<file path="src/rtl/nibble_serial_adder.sv">
// Multi-cycle W-bit adder that streams one nibble per cycle through an external 4-bit adder.
// Optional macro ADD_SUB_EN adds a 'sub' input selecting A-B instead of A+B+cin.
module nibble_serial_adder #(
    parameter int NIBBLES = 4
) (
    input  logic                 clk,
    input  logic                 rst_n,
`ifdef ADD_SUB_EN
    input  logic                 sub,
`endif
    input  logic                 in_valid,
    output logic                 in_ready,
    input  logic [4*NIBBLES-1:0] op_a,
    input  logic [4*NIBBLES-1:0] op_b,
    input  logic                 cin,
    output logic [3:0]           add_a,
    output logic [3:0]           add_b,
    output logic                 add_cin,
    input  logic [3:0]           add_sum,
    input  logic                 add_cout,
    output logic                 out_valid,
    input  logic                 out_ready,
    output logic [4*NIBBLES-1:0] result,
    output logic                 cout
);

    localparam int W     = 4 * NIBBLES;
    localparam int IDX_W = $clog2(NIBBLES);
    localparam logic [IDX_W-1:0] LAST_IDX = IDX_W'(NIBBLES - 1);

    typedef enum logic [1:0] {
        S_IDLE,
        S_RUN,
        S_DONE
    } state_e;

    state_e           state_q, state_d;
    logic [IDX_W-1:0] idx_q, idx_d;
    logic             carry_q, carry_d;
    logic [W-1:0]     a_q, a_d;
    logic [W-1:0]     b_q, b_d;
    logic [W-1:0]     result_q, result_d;
    logic             cout_q, cout_d;

    always_comb begin
        // NOTE: every signal written here gets a default first, so no path can infer a latch.
        state_d   = state_q;
        idx_d     = idx_q;
        carry_d   = carry_q;
        a_d       = a_q;
        b_d       = b_q;
        result_d  = result_q;
        cout_d    = cout_q;
        in_ready  = 1'b0;
        out_valid = 1'b0;
        add_a     = 4'h0;
        add_b     = 4'h0;
        add_cin   = 1'b0;

        case (state_q)
            S_IDLE: begin
                in_ready = 1'b1;
                if (in_valid) begin
                    a_d      = op_a;
`ifdef ADD_SUB_EN
                    // Subtraction is A + ~B + 1, so the seed carry replaces cin.
                    b_d      = sub ? ~op_b : op_b;
                    carry_d  = sub ? 1'b1 : cin;
`else
                    b_d      = op_b;
                    carry_d  = cin;
`endif
                    idx_d    = '0;
                    result_d = '0;
                    state_d  = S_RUN;
                end
            end
            S_RUN: begin
                add_a   = a_q[4*idx_q +: 4];
                add_b   = b_q[4*idx_q +: 4];
                add_cin = carry_q;
                result_d[4*idx_q +: 4] = add_sum;
                carry_d = add_cout;
                if (idx_q == LAST_IDX) begin
                    cout_d  = add_cout;
                    idx_d   = '0;
                    state_d = S_DONE;
                end else begin
                    idx_d = idx_q + 1'b1;
                end
            end
            S_DONE: begin
                out_valid = 1'b1;
                if (out_ready) begin
                    state_d = S_IDLE;
                end
            end
            default: state_d = S_IDLE;
        endcase
    end

    always_ff @(posedge clk or negedge rst_n) begin
        if (!rst_n) begin
            state_q  <= S_IDLE;
            idx_q    <= '0;
            carry_q  <= 1'b0;
            // NOTE: operand registers are reset too, so an aborted operation leaves nothing stale behind.
            a_q      <= '0;
            b_q      <= '0;
            result_q <= '0;
            cout_q   <= 1'b0;
        end else begin
            // NOTE: non-blocking assignments make every flop sample the pre-edge values together.
            state_q  <= state_d;
            idx_q    <= idx_d;
            carry_q  <= carry_d;
            a_q      <= a_d;
            b_q      <= b_d;
            result_q <= result_d;
            cout_q   <= cout_d;
        end
    end

    assign result = result_q;
    assign cout   = cout_q;

endmodule

</file>
<file path="config.mk">
export PLATFORM = sky130hd
export DESIGN_NAME = nibble_serial_adder
export DESIGN_NICKNAME = d
export VERILOG_FILES = /design/src/rtl/nibble_serial_adder.sv
export SDC_FILE = /design/constraint.sdc
export NUM_CORES = 1
export LEC_CHECK = 0
export CAP_MARGIN = 20
export CORE_ASPECT_RATIO = 1.5
export CORE_UTILIZATION = 45
export DETAILED_ROUTE_END_ITERATION = 10
export GPL_ROUTABILITY_DRIVEN = 0
export PLACE_DENSITY = 0.83
export SYNTH_ARGS = -nofsm -noshare
export SYNTH_HDL_FRONTEND = slang
export SYNTH_SLANG_ARGS = --single-unit
export TNS_END_PERCENT = 30
</file>
<file path="constraint.sdc">
create_clock -name clk -period 2.6 [get_ports clk]
set_input_delay 0.26 -clock clk [delete_from_list [all_inputs] [get_ports clk]]
set_output_delay 0.26 -clock clk [all_outputs]
set_load 0.02 [all_outputs]
</file>
==> summary.txt <==
Worst setup path
  – Crit Path Class: flip-flop to output pin
  – Worst Reg2Reg Path Length in Cells: 5
  – CP bufs+invs: 2
  – Critical Path, Cell by Cell: buf_4, mux4_2, and2_1, clkdlybuf4s50_1
  – Reg2Reg Setup Slack: 0.61 ns
  – Largest fanout on the critical path: 5
  – R2R Path End: result[8]
  – Worst setup EP type: output pin
  – Max stage delay on crit path: 0.54 ns
  – Critical path destination: add_a[2]
  – Critical path's top delay family: buffers and inverters
  – CP max-delay cell: clkdlybuf4s50_1
  – Startpoint types: flip-flop
  – CP Data Required Time: 2.34 ns
  – Setup crit start: idx_q[0]
  – Worst reg2reg path startpoint: idx_q[1]
  – Stages on worst setup path: 4
  – Arrival @ worst endpoint: 2.15 ns

Die
  – Die Width: 63.9 microns
  – I/O pins: 70
  – Core area: 5490 sq um
  – Area of the die: 6070 sq um
  – Initial Util: 47.2%
  – Die H: 94.9 microns
  – Num rows: 33

Clocking
  – CTS sink cnt: 54
  – Clock Tree Buf Depth: 2
  – Cts bufs inserted: 5
  – CTS Root Cell: clkbuf_8
  – Clk_lat worst skew: 0.30 ns
  – Reg clk slew, reported paths: 0.09 ns
  – H-tree depth: 2
  – CTS tree: yes
  – Post-CTS Setup Inserts: 0

Timing
  – Sum Neg Setup Slack: 0 ns
  – RSZ-0062 raised after global routing: false
  – Max Clk Rate: 415 MHz
  – Fin crit share: 92.8%
  – Fin. Hold Viols: 0
  – Number of setup violations in the final report: 0
  – Worst clock skew: 0.00779 ns
  – Worst Tran Pin Value: 0.589 ns
  – Max-slew headroom: 60.7%
  – Min Tclk post-route: 2.41 ns
  – WHS: 0.477 ns
  – Final Max Tran Viols: 0

Synthesis
  – Post-Syn Nets: 220
  – Post-synth ARST share: 100%
  – Sequential share of the synthesized area: 52.2%
  – EDFF count, synth: 0
  – Yosys Warn Count: 0
  – Post-synth top area share: 52.2%
  – Avg Cell Area, Syn: 15.1 sq um
  – Unique masters post-synth: 25
  – Main synth FF type: dfrtp_1
  – Top area cells in the synthesized netlist: dfrtp_1, mux2_4, mux4_2
  – List of most frequent post-synthesis cells: dfrtp_1, mux2_4, a22o_1
  – Area leader, netlist: dfrtp_1
  – Most frequent cell after synthesis: dfrtp_1
  – #FFs+latches synth: 54
  – Mapped cell area: 2590 sq um
  – Synth Instances: 172

Layout
  – Diodes inserted: 0
  – Fillers: 425
  – Layout cells sized above 1: 24.8%
  – P&R area growth vs syn: 32.0%
  – Layout net count: 293

GRT
  – Vias in the first global route: 1727
  – Tot GR Track Use: 18.4%
  – GR Overflow Total: 0
  – Antenna violations before repair: 0
  – Largest net degree at the start of global routing: 36
  – First-pass GRT wire length: 8.36 mm

Detailed routing
  – Antenna viol nets, final: 0
  – DRT iter0 DRCs: 115
  – DR pass1 iterations: 3
  – Routed vias/inst: 5.15
  – WL per Instance: 15.5 microns
  – WL final: 4.89 mm
  – Via Count: 1626
  – DR DRC count: 0

Placed design
  – Port bufs: 69
  – Final HPWL DP: 3.67 mm

Pwr
  – Worst vdd ir: 0.000620 V
  – Leakage: 1.55 nW
  – Power Dens Cells: 1190 nW/um^2

Worst hold path
  – Worst min-delay path class: primary input to asynchronous set/reset pin

Outcome
  – Status: complete, no violations

Flow run
  – Max Cap Viol: 0
## report_power, final
part	total, W	switching [W]	internal [W]
registers	0.00148	0.000273	0.00121
clock network	0.000463	0.000248	0.000215
logic	0.00211	0.000867	0.00125
total	0.00406	0.00139	0.00267
## cell type report
| class | instances | area, sq um | share of cell area (%) |
|---|---|---|---|
| Clock buffer | 7 | 86.3 | 2.53 |
| Clock inverter | 1 | 5.00 | 0.146 |
| Inverter | 4 | 15.0 | 0.439 |
| Multi-Input combinational cell | 103 | 1120 | 32.9 |
| Sequential cell | 54 | 1350 | 39.6 |
| Tap cell | 70 | 87.6 | 2.56 |
| Timing Repair Buffer | 77 | 748 | 21.9 |
## flip-flops by register name, summed over array words and instances (netlist names)
register	flops
idx_q	2
a_q	16
result	16
b_q	16
cout	1
state_q	2
carry_q	1
## logic make-up after synthesis
group | after synthesis | share of synthesized area, %
AOI/OAI and AO/OA | 25 | 7.83
adders and majority gates | 6 | 2.90
buffers and inverters | 15 | 4.44
DFF | 54 | 52.2
muxes | 41 | 25.2
and+or+nand+nor | 31 | 7.44
## worst min path at each step
stage           from       to  slack [ns]  cells past startpoint
3_5_place_dp   rst_n   a_q[1]        0.27                      2
6_report       rst_n  a_q[10]        0.48                      3
3_3_place_gp   rst_n   a_q[2]        0.27                      2
2_1_floorplan  rst_n   a_q[0]       -0.04                      0
4_1_cts        rst_n  a_q[13]        0.48                      3
5_1_grt        rst_n  a_q[13]        0.50                      3
## worst min-delay path, cell delays in order
cell and delay, ns:
dlygate4sd3_1 0.52, buf_2 0.11, buf_4 0.29
## per-stage QoR
stage / total power (W) / area (sq um) / util (%) / setup slack [ns] / std cells
floorplan: 0.00295 / 2590 / - / 0.735 / 172
global placement: 0.00357 / 3320 / 60.4 / 0.452 / 307
detailed placement: 0.00362 / 3320 / 60.4 / 0.408 / 307
CTS: 0.00410 / 3420 / 62.2 / 0.0685 / 316
global route: 0.00433 / 3420 / 62.2 / 0.0875 / 316
finish: 0.00406 / 3420 / 62.2 / 0.188 / 316
## timing repair
item                                    in CTS  in global routing
gates resized for setup                      0                  1
endpoints found under the setup margin       0                  2
endpoints found under the hold margin       54                  0
hold buffers                                 1                  0
## cells in the final DEF (no fill, tap or decap), types with 4 or more instances in the layout
master and n:
clkdlybuf4s50_1 68, dfrtp_1 53, mux2_4 27, a22o_1 16, and2_1 9, mux4_2 8, nand2_1 7, buf_4 7
mux2_2 6, ha_1 6, clkbuf_8 6, inv_1 4, nand2b_1 4, a21o_1 4
## metal layers
metal  part of all wire, %  wire (microns)  track usage (%)
met2                    50            2450             30.7
met1                    44            2160             23.5
met5                     0               0                0
met4                   2.7             131             8.33
met3                   2.9             141             2.66
No activity file was read; power rests on OpenSTA's default activity.
